==> config.mk <==
export PLATFORM = sky130hd
export DESIGN_NAME = shape_sequencer
export DESIGN_NICKNAME = d
export VERILOG_FILES = /design/src/rtl/shape_sequencer.sv
export SDC_FILE = /design/constraint.sdc
export NUM_CORES = 1
export LEC_CHECK = 0
export BUFFER_PORTS_ARGS = -buffer_cell sky130_fd_sc_hd__buf_2
export CAP_MARGIN = 40
export CORE_AREA = 2 2 94 96
export CTS_BUF_LIST = sky130_fd_sc_hd__clkbuf_4
export DETAILED_ROUTE_END_ITERATION = 16
export DIE_AREA = 0 0 96 98
export MAX_ROUTING_LAYER = met4
export PLACE_DENSITY = 0.43
export SLEW_MARGIN = 25
export SYNTH_ARGS = -nofsm -noshare
export SYNTH_HDL_FRONTEND = slang
export SYNTH_SLANG_ARGS = --single-unit
==> constraint.sdc <==
create_clock -name clk -period 3.6 [get_ports clk]
set_input_delay 0.18 -clock clk [delete_from_list [all_inputs] [get_ports clk]]
set_output_delay 0.18 -clock clk [all_outputs]
set_load 0.005 [all_outputs]
==> src/rtl/shape_sequencer.sv <==
// -----------------------------------------------------------------------------
// shape_sequencer
//
// Steps the splitter select (output_sel) through the segments of one accepted
// draw command (line: 1 segment, triangle: 3, circle: 1). Each selected
// {start, end} pair is registered and offered to the line-drawing engine over a
// valid/ready handshake. A one-cycle shape_done pulse follows the last accepted
// segment. A reserved shape type is accepted, flagged with cmd_err, and dropped.
//
// Ports
//   clk            system clock, rising edge
//   n_rst          asynchronous active-low reset
//   cmd_valid      opcode register holds a new draw command
//   shape_type     00 line, 01 triangle, 10 circle, 11 reserved
//   cmd_ready      high in IDLE only (combinational from state)
//   output_sel     splitter select; 4'hF when no segment is selected
//   locations      splitter pair: [37:19] start/center, [18:0] end/radius
//   seg_valid      registered segment available to the drawing engine
//   seg_ready      drawing engine accepts the segment
//   seg_start      registered locations[37:19]
//   seg_end        registered locations[18:0]
//   seg_is_circle  segment is a center/radius pair
//   busy           high whenever not IDLE (combinational from state)
//   shape_done     one-cycle pulse after the last segment handshake
//   cmd_err        one-cycle pulse after a reserved type is accepted
// -----------------------------------------------------------------------------
module shape_sequencer (
  input  logic        clk,
  input  logic        n_rst,
  input  logic        cmd_valid,
  input  logic [1:0]  shape_type,
  output logic        cmd_ready,
  output logic [3:0]  output_sel,
  input  logic [37:0] locations,
  output logic        seg_valid,
  input  logic        seg_ready,
  output logic [18:0] seg_start,
  output logic [18:0] seg_end,
  output logic        seg_is_circle,
  output logic        busy,
  output logic        shape_done,
  output logic        cmd_err
);

  typedef enum logic [1:0] {
    ST_IDLE  = 2'd0,
    ST_SEL   = 2'd1,
    ST_ISSUE = 2'd2,
    ST_DONE  = 2'd3
  } state_e;

  localparam logic [1:0] SHAPE_LINE   = 2'b00;
  localparam logic [1:0] SHAPE_TRI    = 2'b01;
  localparam logic [1:0] SHAPE_CIRCLE = 2'b10;
  localparam logic [1:0] SHAPE_RSVD   = 2'b11;

  state_e      state_q, state_d;
  logic [1:0]  type_q, type_d;
  logic [1:0]  idx_q, idx_d;
  logic [18:0] seg_start_q, seg_end_q;
  logic        seg_is_circle_q;
  logic        seg_valid_q;
  logic        shape_done_q;
  logic        cmd_err_q;

  logic        seg_load;
  logic        cmd_err_d;
  logic [1:0]  last_idx;
  logic [3:0]  sel_base;

  // Segment table: first select code and last segment index per shape.
  always_comb begin
    sel_base = 4'hF;
    last_idx = 2'd0;
    case (type_q)
      SHAPE_LINE:   sel_base = 4'h0;
      SHAPE_TRI:    begin sel_base = 4'h1; last_idx = 2'd2; end
      SHAPE_CIRCLE: sel_base = 4'h4;
      default:      sel_base = 4'hF;  // reserved type never leaves IDLE
    endcase
  end

  // NOTE: every signal written here gets a default first, so no path through
  // the case statement can leave one unassigned and infer a latch.
  always_comb begin
    state_d   = state_q;
    type_d    = type_q;
    idx_d     = idx_q;
    seg_load  = 1'b0;
    cmd_err_d = 1'b0;
    case (state_q)
      ST_IDLE: begin
        if (cmd_valid) begin
          if (shape_type == SHAPE_RSVD) begin
            cmd_err_d = 1'b1;
          end else begin
            type_d  = shape_type;
            idx_d   = 2'd0;
            state_d = ST_SEL;
          end
        end
      end
      ST_SEL: begin
        // The splitter pair for the current select is captured this edge.
        seg_load = 1'b1;
        state_d  = ST_ISSUE;
      end
      ST_ISSUE: begin
        if (seg_ready) begin
          if (idx_q == last_idx) begin
            state_d = ST_DONE;
          end else begin
            idx_d   = idx_q + 2'd1;
            state_d = ST_SEL;
          end
        end
      end
      ST_DONE: state_d = ST_IDLE;
      default: state_d = ST_IDLE;
    endcase
  end

  // NOTE: sequential state uses non-blocking assignments so every register
  // samples the pre-edge values regardless of statement order.
  // NOTE: the segment data registers are reset too, so the engine never sees
  // stale coordinates after a reset even though seg_valid already qualifies them.
  always_ff @(posedge clk or negedge n_rst) begin
    if (!n_rst) begin
      state_q         <= ST_IDLE;
      type_q          <= SHAPE_LINE;
      idx_q           <= 2'd0;
      seg_start_q     <= '0;
      seg_end_q       <= '0;
      seg_is_circle_q <= 1'b0;
      seg_valid_q     <= 1'b0;
      shape_done_q    <= 1'b0;
      cmd_err_q       <= 1'b0;
    end else begin
      state_q      <= state_d;
      type_q       <= type_d;
      idx_q        <= idx_d;
      seg_valid_q  <= (state_d == ST_ISSUE);
      shape_done_q <= (state_d == ST_DONE);
      cmd_err_q    <= cmd_err_d;
      if (seg_load) begin
        seg_start_q     <= locations[37:19];
        seg_end_q       <= locations[18:0];
        seg_is_circle_q <= (type_q == SHAPE_CIRCLE);
      end
    end
  end

  // Select is held through ISSUE so the splitter pair matches the held segment.
  assign output_sel    = (state_q == ST_SEL || state_q == ST_ISSUE)
                         ? (sel_base + {2'b00, idx_q}) : 4'hF;
  assign cmd_ready     = (state_q == ST_IDLE);
  assign busy          = (state_q != ST_IDLE);
  assign seg_valid     = seg_valid_q;
  assign seg_start     = seg_start_q;
  assign seg_end       = seg_end_q;
  assign seg_is_circle = seg_is_circle_q;
  assign shape_done    = shape_done_q;
  assign cmd_err       = cmd_err_q;

endmodule

# Word level (Yosys, flattened, before mapping)
# Index checks and enable logic that the tools add are counted.
# word_totals
reg_bits,48
inputBits,44
elab_cells,49
# classes
n_addsub,2
eq_ne,13
mux,17
bitwise_logic,1
reduce_logical,7
# ops
operator,n
2-bit two-way mux,9
"2-bit equality test, second input constant",6
4-bit case mux with 3 select lines,1
"2-bit != test, second input constant",4
2-bit case mux with 4 select lines,1
5-bit AND reduction,1
4-bit by 2-bit adder with 4-bit output,1
"2-bit by 1-bit equality test with 1-bit output, second input constant",2
2-bit zero test,2
1-bit two-way mux,4
4-bit two-way mux,1
2-bit case mux with 2 select lines,1
2-bit nonzero test,2
3-bit AND reduction,1
"2-bit by 1-bit adder with 2-bit output, second input constant",1
2-bit equality test,1
1-bit logical OR,1
1-bit NOT,1

# Logic depth before layout (Yosys ltp)
# Gate-level depths: netlist (run 1).
# depth
word_depth,7
ltp_mapped,7

# Least setup slack after synthesis (run 1)
# OpenSTA, ideal clock, no wires.
# synth_path
kind,reg2out
from,reg type_q[1]
to,out output_sel[3]
t_arrival_ns,1.271
setup_slack_ns,2.149
stages_incl_launch_ff,8
path_buffers,0
cell_sequence,dfrtp_1 -> nand2_1 -> inv_1 -> ha_1 -> a21oi_1 -> xnor2_1 -> nand2_1 -> nand2_1
# synth_between
elab_chain_len,4
word_cells_on_any_way,6
cone_classes,add/sub: 1; eq/ne: 2; mux: 2; reduce/logical: 1
# synth_rtl
element,line_no,rtl
from (decl),58,"logic [1:0] type_q, type_d;"
from (signal assigned),140,type_q <= type_d;
"2-bit equality test, or another cell as far along",75,case (type_q)
4-bit case mux with 3 select lines *,75,
4-bit by 2-bit adder with 4-bit output *,155,"? (sel_base + {2'b00, idx_q}) : 4'hF;"
4-bit two-way mux *,155,
to (decl),33,"output logic [3:0] output_sel,"
# Mark *: on every way between the ends. The rest lies on a longest branch, timed or not.

# Worst setup path after layout (run 1)
# Same ends and word-level chain as after synthesis.

==> reports/qor.log, run 1 <==
qor: outcome.run_status finished clean
qor: setup_path.arrival_time_worst_endpoint 1.86 ns
qor: logic_synthesis.syn-num-nets 202
qor: drt.dr_total_vias 1,472
qor: drt.drcViolationCount 0
qor: logic_synthesis.synth_area_per_cell 13.61 um2
qor: timing.whs 0.04158 ns
qor: logic_synthesis.proportion_of_synthesized_chip_area_in_sequential_cells 0.5843
qor: power.peakVddDrop 251.2 uV
qor: logic_synthesis.synth.most_common_cell dfrtp_1
qor: setup_path.start_kind register
qor: clocking.ctsLongestPathBuffers 2
qor: drt.vias_per_cell 4.123
qor: logic_synthesis.synthesized_netlist_cell_count 151
qor: floorplanning.core-area 0.008466 mm2
qor: setup_path.critical_path.max_stage_delay 0.49 ns
qor: global_route.grt_overflow 0
qor: clocking.post_cts_resized 0
qor: timing.maxClockFrequency 489.2 MHz
qor: logic_synthesis.synth_unique_cells 25
qor: timing.setup_viol 0
qor: floorplanning.die_area 0.009408 mm2
qor: setup_path.worst-path-max-fanout 6
qor: place.buffer_ports.inserted 91
qor: timing.max-slew-margin-rel 0.5934
qor: logic_synthesis.yosysWarningCount 0
qor: logic_synthesis.asyncSetResetFlopFracSynth 1.000
qor: timing.final_max_slew_viol_count 0
qor: setup_path.setup.worst_path.end_class output port
qor: clocking.cts_tree built
qor: timing.fin_setup_tns 0 ns
qor: logic_synthesis.syn_area 0.002056 mm2
qor: drt.ant_nets 0
qor: clocking.clock-sinks 48
qor: power.static-leakage-power 1.339 nW
qor: timing.min_period 2.044 ns
qor: global_route.grt_pass1_vias 1,443
qor: cells_and_area.finalNetCount 299
qor: setup_path.timing.critical_path.cells nand2_1, inv_1, ha_1, a21oi_1, xnor2_1, nand2_1, nand2_1, buf_2
qor: logic_synthesis.yosys-top-cells-area dfrtp_1 58%, mux2_2 21%, ha_1 3.7%
qor: floorplanning.floorplan.die.height 98 um
qor: drt.dr.first_iter.drc_count 39
qor: cells_and_area.area.growth.synth_to_final 33.96%
qor: logic_synthesis.synth_top_cell_area_share 0.5843
qor: drt.route.final.wire_length 4250 um
qor: timing.hold_violations 0
qor: setup_path.crit_path_start type_q[1]$_DFFE_PN0P_
qor: global_route.global_route.usage.total 0.09361
qor: worst_hold_path.hold_path.startpoint locations[6]
qor: timing.min_period_over_period 0.5678
qor: global_route.antenna_violations_before_repair 0
qor: power.power.density_cell_area 857.3 mW/mm2
qor: global_route.grt_start_max_net_pins 49
qor: logic_synthesis.ys_seq_elements 48
qor: timing.tightestPinTransition 0.6100 ns
qor: cells_and_area.layout_cells_sized_above_1 0.5783
qor: clocking.cts_inserted_buffers 5
qor: logic_synthesis.synthFlopType dfrtp_1
qor: floorplanning.floorplan.initialDensity 0.2428
qor: floorplanning.top_level_ports 92
qor: drt.avgRoutedWirePerCell 11.90 um
qor: floorplanning.floorplan.rows 34
qor: cells_and_area.final_util 0.3253
qor: worst_hold_path.hp-class input port to register
qor: setup_path.crit_path_top_delay_cell dfrtp_1
qor: timing.fin_worst_skew 0.003503 ns
qor: clocking.path_clk_slew 0.14 ns
qor: logic_synthesis.synth_edf_count 0
qor: clocking.worstSkewPairLatency 0.36 ns
qor: clocking.h_tree_levels 2
qor: cells_and_area.final_design_area_no_fill 0.002754 mm2
qor: clocking.clk_root_buffer_cell clkbuf_4
qor: logic_synthesis.library_cell_with_the_largest_summed_area_after_synthesis dfrtp_1
qor: logic_synthesis.synth.cells.most_frequent 48 x dfrtp_1, 38 x mux2_2, 13 x nor2_1, 9 x inv_1, 8 x nand2_1
qor: power.post-layout-total-power 2.361 mW
qor: setup_path.rr_startpoint state_q[1]$_DFF_PN0_
qor: place.dpl-instance-area 0.002664 mm2
qor: setup_path.timing_worst_setup_path_type register to output port
qor: setup_path.worst_path_most_repeated_cell nand2_1
qor: drt.drt-pass1-iter-count 4
qor: run.cap_violations 0
qor: setup_path.timing.critical_path.required 3.42 ns
qor: place.gp_congestion 0.6885
qor: clocking.post_cts.repair.setup_buffers 0
qor: global_route.global_route_wire_length_before_repair 6762 um
qor: place.hpwlAfterDp 3163 um
qor: cells_and_area.antenna_cells_inserted 0
qor: floorplanning.die_width 96 um
qor: timing.unrepaired_setup_endpoints_after_global_routing no
## state kept, by name (all words and copies together) (netlist names)
signal and count:
idx_q 2, shape_done 1, seg_is_circle 1, seg_start 19, cmd_err 1, seg_end 19
state_q 2, seg_valid 1, type_q 2
## routing by layer
metal  up-vias  track usage  wire length (um)
met4         0      0.03626                44
met5         -            -                 0
met2        69       0.1400              1939
met1       697       0.1168              1854
met3         5      0.03009               411
li1        701            -                 -
## layout make-up
cell class / instances / area [um2]
well taps: 108 / 135.1
flip-flops and latches: 48 / 1201
clock buffers: 6 / 45.04
multi-input cells: 90 / 803.3
fillers: 894 / 5712
inverters: 9 / 33.78
repair buffers: 94 / 500.5
clock inverters: 2 / 35.03
## critical path, delay by kind of cell, from the launching register on
family / cells / cell delay [ns]
flops: 1 / 0.49
xor+xnor: 1 / 0.14
fa+ha+maj: 1 / 0.26
compound gates: 1 / 0.16
simple gates: 3 / 0.29
buf+inv: 2 / 0.17
## worst paths after layout
kind                                              to  slack [ns]  cells after the start
setup / recovery                       output_sel[3]        1.56                      8
hold / removal                seg_end[6]$_DFFE_PN0N_        0.04                      2
setup reg to reg             seg_end[15]$_DFFE_PN0N_        1.81                      4
hold reg to reg            seg_start[13]$_DFFE_PN0N_        0.52                      1
max in group asynchronous   seg_start[4]$_DFFE_PN0N_        2.75                      3
min in group asynchronous     seg_end[5]$_DFFE_PN0N_        0.44                      3
## where the power goes
part	switching, mW	internal, mW
combinational	0.468	0.623
clock	0.171	0.153
sequential	0.141	0.805
total	0.780	1.58
## metrics by stage
step                      worst slack, ns  instances
after global placement              1.645        347
after CTS                           1.521        357
after global routing                1.364        357
after detailed placement            1.791        348
after floorplan                     2.149        151
final                               1.556        357
## placed cells by master (no fill, tap or decap), drive strengths merged, types with 2 or more instances in the layout
master,Yosys,routed
clkbuf,0,6
a21oi,2,2
xnor2,2,2
inv,9,9
o21ai,4,4
nand2b,2,2
dfrtp,48,48
nand2,8,8
buf,4,93
mux2,38,38
nor2,13,13
ha,6,6
nand3b,2,2
## timing repair
item,4_1_cts,5_1_grt
endpoints found under the hold margin,48,0
hold buffers,1,0
setup endpoints to repair,0,0
## cell families after synthesis
kind of cell	after synthesis	synth area share
flip-flops	48	0.5843
multiplexers	39	0.2130
AND/OR/NAND/NOR	31	0.07913
buffers and inverters	13	0.02617
AO/OA/AOI/OAI	10	0.03835
adder cells (fa/ha/maj)	7	0.04626
XOR/XNOR	3	0.01278
No activity file was read; power rests on OpenSTA's default activity.
==> inputs of run 2 (changes only) <==
--- a/config.mk
+++ b/config.mk
@@ -12,7 +12,7 @@
 export DETAILED_ROUTE_END_ITERATION = 16
 export DIE_AREA = 0 0 96 98
 export MAX_ROUTING_LAYER = met4
-export PLACE_DENSITY = 0.43
+export PLACE_DENSITY = 0.45
 export SLEW_MARGIN = 25
 export SYNTH_ARGS = -nofsm -noshare
 export SYNTH_HDL_FRONTEND = slang
==> constraint.sdc (replaced) <==
create_clock -name clk -period 1.85 [get_ports clk]
set_input_delay 0.0925 -clock clk [delete_from_list [all_inputs] [get_ports clk]]
set_output_delay 0.0925 -clock clk [all_outputs]
set_load 0.005 [all_outputs]
==> run 2 against run 1 <==
Effect of this change: clock skew up 0.0032 ns; largest power group unchanged; sequential share of layout area down 5.8 points; clock power up 39%; flip-flop and latch count is the same; clock-buffer cell count is 1 lower; critical endpoint is now output_sel[1]; worst hold slack lost 0.0011 ns; total power up 93%.
==> reports/qor.log, run 2 (synthesis gave the netlist of run 1 again) <==
qor: outcome.run_status finished clean
qor: timing.hold_violations 0 [unchanged]
qor: timing.fin_worst_skew 0.006739 ns [+0.003237 ns]
qor: cells_and_area.antenna_cells_inserted 0 [unchanged]
qor: place.hpwlAfterDp 3283 um [+3.8%]
qor: drt.dr_total_vias 1,617 [+9.9%]
qor: clocking.ctsLongestPathBuffers 2 [unchanged]
qor: clocking.cts_inserted_buffers 5 [unchanged]
qor: drt.vias_per_cell 4.022 [-2.4%]
qor: setup_path.crit_path_top_delay_cell fa_2
qor: setup_path.setup.worst_path.end_class output port
qor: clocking.cts_tree built
qor: cells_and_area.final_cells 402 [+13%]
qor: timing.max-slew-margin-rel 0.7816 [+0.1883]
qor: worst_hold_path.hp-class input port to register
qor: power.peakVddDrop 426.3 uV [+70%]
qor: power.post-layout-total-power 4.565 mW [+93%]
qor: clocking.path_clk_slew 0.12 ns [-0.02 ns]
qor: place.gp_congestion 0.7693 [+12%]
qor: floorplanning.floorplan.rows 34 [unchanged]
qor: cells_and_area.finalNetCount 344 [+15%]
qor: timing.unrepaired_setup_endpoints_after_global_routing yes
qor: power.power.density_cell_area 1435 mW/mm2 [+67%]
qor: timing.fin_setup_tns 0 ns [unchanged]
qor: timing.maxClockFrequency 559.6 MHz
qor: cells_and_area.final_cell_mix 91 x buf_2, 46 x dfrtp_1, 41 x dlygate4sd3_1, 38 x mux2_2, 13 x nor2_1
qor: timing.final_max_slew_viol_count 0 [unchanged]
qor: floorplanning.top_level_ports 92 [unchanged]
qor: global_route.global_route_wire_length_before_repair 7417 um [+9.7%]
qor: floorplanning.die_area 0.009408 mm2 [unchanged]
qor: clocking.clk_root_buffer_cell clkbuf_4
qor: cells_and_area.layout_cells_sized_above_1 0.5306 [-0.04770]
qor: place.buffer_ports.inserted 91 [unchanged]
qor: global_route.antenna_violations_before_repair 0 [unchanged]
qor: drt.avgRoutedWirePerCell 11.65 um [-2.2%]
qor: timing.min_period_over_period 0.9660
qor: drt.drcViolationCount 0 [unchanged]
qor: setup_path.rr_startpoint state_q[0]$_DFF_PN0_
qor: global_route.global_route.usage.total 0.1046 [+0.01101]
qor: cells_and_area.filler_cell_count 830 [-7.2%]
qor: run.cap_violations 0 [unchanged]
qor: setup_path.critical_path.max_stage_delay 0.52 ns [+0.03 ns]
qor: drt.drt-pass1-iter-count 4 [unchanged]
qor: setup_path.endpoint output_sel[1]
qor: timing.min_period 1.787 ns
qor: setup_path.reg2regPathDepth 5 [+1]
qor: place.numPlacedInstances 350 [+0.57%]
qor: drt.dr.first_iter.drc_count 40 [+2.6%]
qor: clocking.clock-sinks 48 [unchanged]
qor: global_route.grt_start_max_net_pins 25 [-49%]
qor: setup_path.worst_r2r_endpoint seg_valid$_DFF_PN0_
qor: setup_path.crit_path_start type_q[0]$_DFFE_PN0P_
qor: cells_and_area.area.growth.synth_to_final 54.78%
qor: floorplanning.core-area 0.008466 mm2 [unchanged]
qor: power.static-leakage-power 1.506 nW [+12%]
qor: setup_path.arrival_time_worst_endpoint 1.69 ns [-0.17 ns]
qor: setup_path.start_kind register
qor: drt.ant_nets 0 [unchanged]
qor: timing.tightestPinTransition 0.3276 ns [-0.2824 ns]
qor: setup_path.worst-path-max-fanout 4 [-2]
qor: clocking.worstSkewPairLatency 0.34 ns [-0.02 ns]
qor: cells_and_area.final_common_cell buf_2
qor: global_route.grt_pass1_vias 1,662 [+15%]
qor: cells_and_area.final_util 0.3759 [+0.05055]
qor: clocking.h_tree_levels 2 [unchanged]
qor: floorplanning.floorplan.initialDensity 0.2428 [unchanged]
qor: timing.whs 0.04046 ns [-0.001121 ns]
qor: setup_path.rrSetupSlack 0.29 ns [-1.52 ns]
qor: drt.route.final.wire_length 4682 um [+10%]
qor: setup_path.timing_worst_setup_path_type register to output port
qor: setup_path.timing.critical_path.required 1.76 ns [-1.66 ns]
qor: floorplanning.floorplan.die.height 98 um [unchanged]
qor: floorplanning.die_width 96 um [unchanged]
qor: setup_path.timing.critical_path.cells ha_2, inv_1, fa_2, nand2_1, buf_2
qor: global_route.grt_overflow 0 [unchanged]
qor: timing.setup_viol 0 [unchanged]
-- run 2: cell count changes in the layout (fill, tap and decap cells not counted), sizes merged --
cell,before,now
buf,93,98
bufinv,1,0
clkbuf,6,5
clkinv,1,3
dlygate4sd3,1,41
-- run 2: layout make-up --
class	count	area, um2	area share
clock inverters	3	13.76	0.004326
multi-input cells	90	827.0	0.2599
well taps	108	135.1	0.04247
inverters	9	33.78	0.01062
clock buffers	5	37.54	0.01180
flip-flops and latches	48	1204	0.3783
repair buffers	139	930.9	0.2926
-- run 2: how the worst min path moves through the flow --
stage	start	end	slack, ns	cells after the start
final	shape_type[0]	type_q[0]$_DFFE_PN0P_	0.04	3
after floorplan	n_rst	cmd_err$_DFF_PN0_	-0.20	0
after global placement	n_rst	type_q[1]$_DFFE_PN0P_	-0.11	1
after global routing	cmd_valid	cmd_err$_DFF_PN0_	0.002	3
after detailed placement	n_rst	type_q[1]$_DFFE_PN0P_	-0.10	1
after CTS	cmd_valid	cmd_err$_DFF_PN0_	0.002	3
-- run 2: what timing repair did --
action	CTS	global route
resized for setup	2	6
hold endpoints to repair	87	0
hold buffers	41	0
cloned	0	0
endpoints found under the setup margin	3	3
setup buffers	3	0
pin swaps	0	6
-- run 2: per-layer routing --
layer	share of wire	global-route usage	vias up
li1	-	-	796
met1	0.42	0.1088	769
met2	0.51	0.1870	46
met3	0.052	0.03164	6
met4	0.013	0.02967	0
met5	0	-	-
-- run 2: through the flow --
stage	setup WS, ns	area (um2)
after floorplan	0.4467	2056
after global placement	0.3381	2671
after detailed placement	0.3107	2671
after CTS	-0.007546	3158
after global routing	-0.08239	3182
final	0.06296	3182
-- run 2: worst max-delay path, delay by kind of cell, from the launching register on --
kind,cells,cell delay [ns]
flops,1,0.42
fa+ha+maj,2,0.72
buf+inv,2,0.17
simple gates,1,0.05
-- run 2: power by group --
group | leakage, nW | total (mW) | switching (mW) | internal, mW
Combinational | 0.900 | 2.30 | 0.984 | 1.32
Clock | 0.0324 | 0.450 | 0.310 | 0.140
Sequential | 0.573 | 1.82 | 0.246 | 1.57
Total | 1.51 | 4.57 | 1.54 | 3.03
==> inputs of run 3 (changes only) <==
--- a/config.mk
+++ b/config.mk
@@ -5,14 +5,14 @@
 export SDC_FILE = /design/constraint.sdc
 export NUM_CORES = 1
 export LEC_CHECK = 0
-export BUFFER_PORTS_ARGS = -buffer_cell sky130_fd_sc_hd__buf_2
 export CAP_MARGIN = 40
 export CORE_AREA = 2 2 94 96
 export CTS_BUF_LIST = sky130_fd_sc_hd__clkbuf_4
 export DETAILED_ROUTE_END_ITERATION = 16
 export DIE_AREA = 0 0 96 98
+export DONT_BUFFER_PORTS = 1
 export MAX_ROUTING_LAYER = met4
-export PLACE_DENSITY = 0.45
+export PLACE_DENSITY = 0.35
 export SLEW_MARGIN = 25
 export SYNTH_ARGS = -nofsm -noshare
 export SYNTH_HDL_FRONTEND = slang
==> run 3 against run 2 <==
Effect of this change: final area shrank 11%; clock power up 36%; clock skew rose by 0.00087 ns; clock-buffer cell count grew 1; die area did not move; via count decreased by 18%; fmax is 3.4% higher; first-iteration DRC count fell by 48%; cell count down 21%; register-to-register slack worse by 0.13 ns; critical path depth is the same; global-route usage is 1.3 points lower.
==> reports/qor.log, run 3 (synthesis gave the netlist of run 1 again) <==
qor: global_route.grt_overflow 0 [unchanged]
qor: clocking.clk_root_buffer_cell clkbuf_4
qor: drt.dr_total_vias 1,320 [-18%]
qor: setup_path.arrival_time_worst_endpoint 1.64 ns [-0.05 ns]
qor: run.cap_violations 0 [unchanged]
qor: cells_and_area.filler_cell_count 841 [+1.3%]
qor: drt.route.final.wire_length 4223 um [-9.8%]
qor: timing.unrepaired_setup_endpoints_after_global_routing no
qor: power.intPower 2.828 mW [-6.6%]
qor: timing.fin_setup_tns 0 ns [unchanged]
qor: setup_path.timing.critical_path.cells ha_1, inv_1, fa_1, xor2_1, nand2_1
qor: place.buffer_ports.inserted 0 [-100%]
qor: place.dpl_worst_slack 0.3010 ns [-0.009697 ns]
qor: power.static-leakage-power 1.190 nW [-21%]
qor: clocking.h_tree_levels 2 [unchanged]
qor: cells_and_area.area.growth.synth_to_final 37.13%
qor: setup_path.worst-path-max-fanout 5 [+1]
qor: power.comb_pwr_share 0.392 [-0.112]
qor: clocking.worstSkewPairLatency 0.34 ns [about the same]
qor: cells_and_area.finalNetCount 258 [-25%]
qor: floorplanning.floorplan.initialDensity 0.2428 [unchanged]
qor: global_route.grt_start_max_net_pins 49 [+96%]
qor: place.gp_congestion 0.8036 [+4.5%]
qor: setup_path.start_kind register
qor: timing.max-slew-margin-rel 0.8127 [+0.03109]
qor: cells_and_area.antenna_cells_inserted 0 [unchanged]
qor: worst_hold_path.hp-class input port to register
qor: drt.avgRoutedWirePerCell 13.36 um [+15%]
qor: global_route.grt_pass1_vias 1,431 [-14%]
qor: outcome.run_status finished clean
qor: setup_path.critical_path.top_delay_family adder cells
qor: power.clock_power_share 0.143 [+0.044]
qor: power.post-layout-total-power 4.277 mW [-6.3%]
qor: power.p_seq_frac 0.465 [+0.067]
qor: power.power.density_cell_area 1517 mW/mm2 [+5.8%]
qor: setup_path.timing_worst_setup_path_type register to output port
qor: floorplanning.die_width 96 um [unchanged]
qor: power.peakVddDrop 574.4 uV [+35%]
qor: clocking.ctsLongestPathBuffers 2 [unchanged]
qor: clocking.clock-sinks 48 [unchanged]
qor: drt.drcViolationCount 0 [unchanged]
qor: drt.dr.first_iter.drc_count 21 [-48%]
qor: timing.layout_setup_ws 0.1211 ns [+0.05817 ns]
qor: cells_and_area.final_cells 316 [-21%]
qor: floorplanning.floorplan.die.height 98 um [unchanged]
qor: floorplanning.die_area 0.009408 mm2 [unchanged]
qor: timing.hold_violations 0 [unchanged]
qor: clocking.cts_inserted_buffers 5 [unchanged]
qor: global_route.global_route.usage.total 0.09146 [-0.01316]
qor: floorplanning.core-area 0.008466 mm2 [unchanged]
qor: power.p_sw 1.450 mW [-5.8%]
qor: setup_path.timing.critical_path.required 1.76 ns [about the same]
qor: global_route.global_route_wire_length_before_repair 6534 um [-12%]
qor: power.netSwitchingFraction 0.3389 [+0.001774]
qor: setup_path.worstPathBufferInverterCount 1 [-1]
qor: clocking.path_clk_slew 0.14 ns [+0.02 ns]
qor: cells_and_area.final_cell_mix 45 x dfrtp_1, 45 x dlygate4sd3_1, 38 x mux2_2, 13 x nor2_1, 9 x inv_1
qor: clocking.cts_tree built
qor: drt.drt-pass1-iter-count 2 [-2]
qor: timing.setup_viol 0 [unchanged]
qor: place.numPlacedInstances 256 [-27%]
qor: timing.min_period 1.729 ns [-0.05817 ns]
qor: drt.vias_per_cell 4.177 [+3.8%]
qor: setup_path.critical_path.max_stage_delay 0.43 ns [-0.09 ns]
qor: timing.min_period_over_period 0.9345 [-0.03144]
qor: place.hpwlAfterDp 2976 um [-9.3%]
qor: timing.maxClockFrequency 578.4 MHz [+3.4%]
qor: timing.final_max_slew_viol_count 0 [unchanged]
qor: setup_path.crit_path_top_delay_cell dfrtp_2
qor: floorplanning.top_level_ports 92 [unchanged]
qor: global_route.antenna_violations_before_repair 0 [unchanged]
qor: timing.tightestPinTransition 0.2731 ns [-0.05444 ns]
qor: timing.fin_worst_skew 0.007608 ns [+0.0008688 ns]
qor: cells_and_area.layout_cells_sized_above_1 0.3125 [-0.2181]
qor: setup_path.setup.worst_path.end_class output port
qor: floorplanning.floorplan.rows 34 [unchanged]
qor: drt.ant_nets 0 [unchanged]
## run 3: tightest hold or removal path: stages
cell	delay (ns)
a21oi_1	0.04
o21ai_0	0.13
o21ai_0	0.08
## run 3: layer usage
metal  GRT usage  routed length, um  vias to the layer above
met5           -                  0                        -
met4     0.03297                 41                        0
met3     0.03009                317                        4
met2      0.1608               2142                       56
met1     0.09290               1721                      641
li1            -                  -                      619
## run 3: repair_timing
item | CTS | global route
hold buffers | 46 | 0
endpoints found under the hold margin | 91 | 0
gates resized for setup | 1 | 5
gates cloned | 0 | 0
pin swaps | 0 | 4
buffers inserted | 1 | 5
endpoints found under the setup margin | 1 | 3
## run 3: through the flow
stage | area (um2) | hold slack [ns] | util
after floorplan | 2056 | -0.2031 | -
after global placement | 2193 | -0.2019 | 0.2591
after detailed placement | 2193 | -0.2018 | 0.2591
after CTS | 2760 | 0.008623 | 0.3260
after global routing | 2819 | 0.02793 | 0.3330
final | 2819 | 0.02530 | 0.3330
## run 3: layout make-up
class                   count  area (um2)  area share
well taps                 108       135.1     0.04794
inverters                   9       33.78     0.01198
clock buffers               6       45.04     0.01598
clock inverters             2       35.03     0.01243
flip-flops and latches     48        1205      0.4274
repair buffers             53       543.0      0.1926
multi-input cells          90       822.0      0.2916
## run 3: worst paths after layout
path | end | slack [ns] | startpoint | depth (start not counted)
setup / recovery | output_sel[2] | 0.12 | type_q[0]$_DFFE_PN0P_ | 5
hold / removal | idx_q[1]$_DFFE_PN0P_ | 0.03 | seg_ready | 3
setup reg to reg | cmd_err$_DFF_PN0_ | 0.16 | state_q[0]$_DFF_PN0_ | 5
hold reg to reg | seg_end[3]$_DFFE_PN0N_ | 0.55 | seg_end[3]$_DFFE_PN0N_ | 1
max in group asynchronous | type_q[0]$_DFFE_PN0P_ | 1.39 | n_rst | 2
min in group asynchronous | seg_end[1]$_DFFE_PN0N_ | 0.25 | n_rst | 2
## run 3: power groups by stage
stage | combinational, mW | clock, mW | sequential [mW]
3_5_place_dp | 1.47 | 0 | 2.05
5_1_grt | 1.87 | 0.701 | 2.06
4_1_cts | 1.61 | 0.660 | 2.01
2_1_floorplan | 1.22 | 0 | 1.91
3_3_place_gp | 1.41 | 0 | 2.05
6_report | 1.67 | 0.612 | 1.99
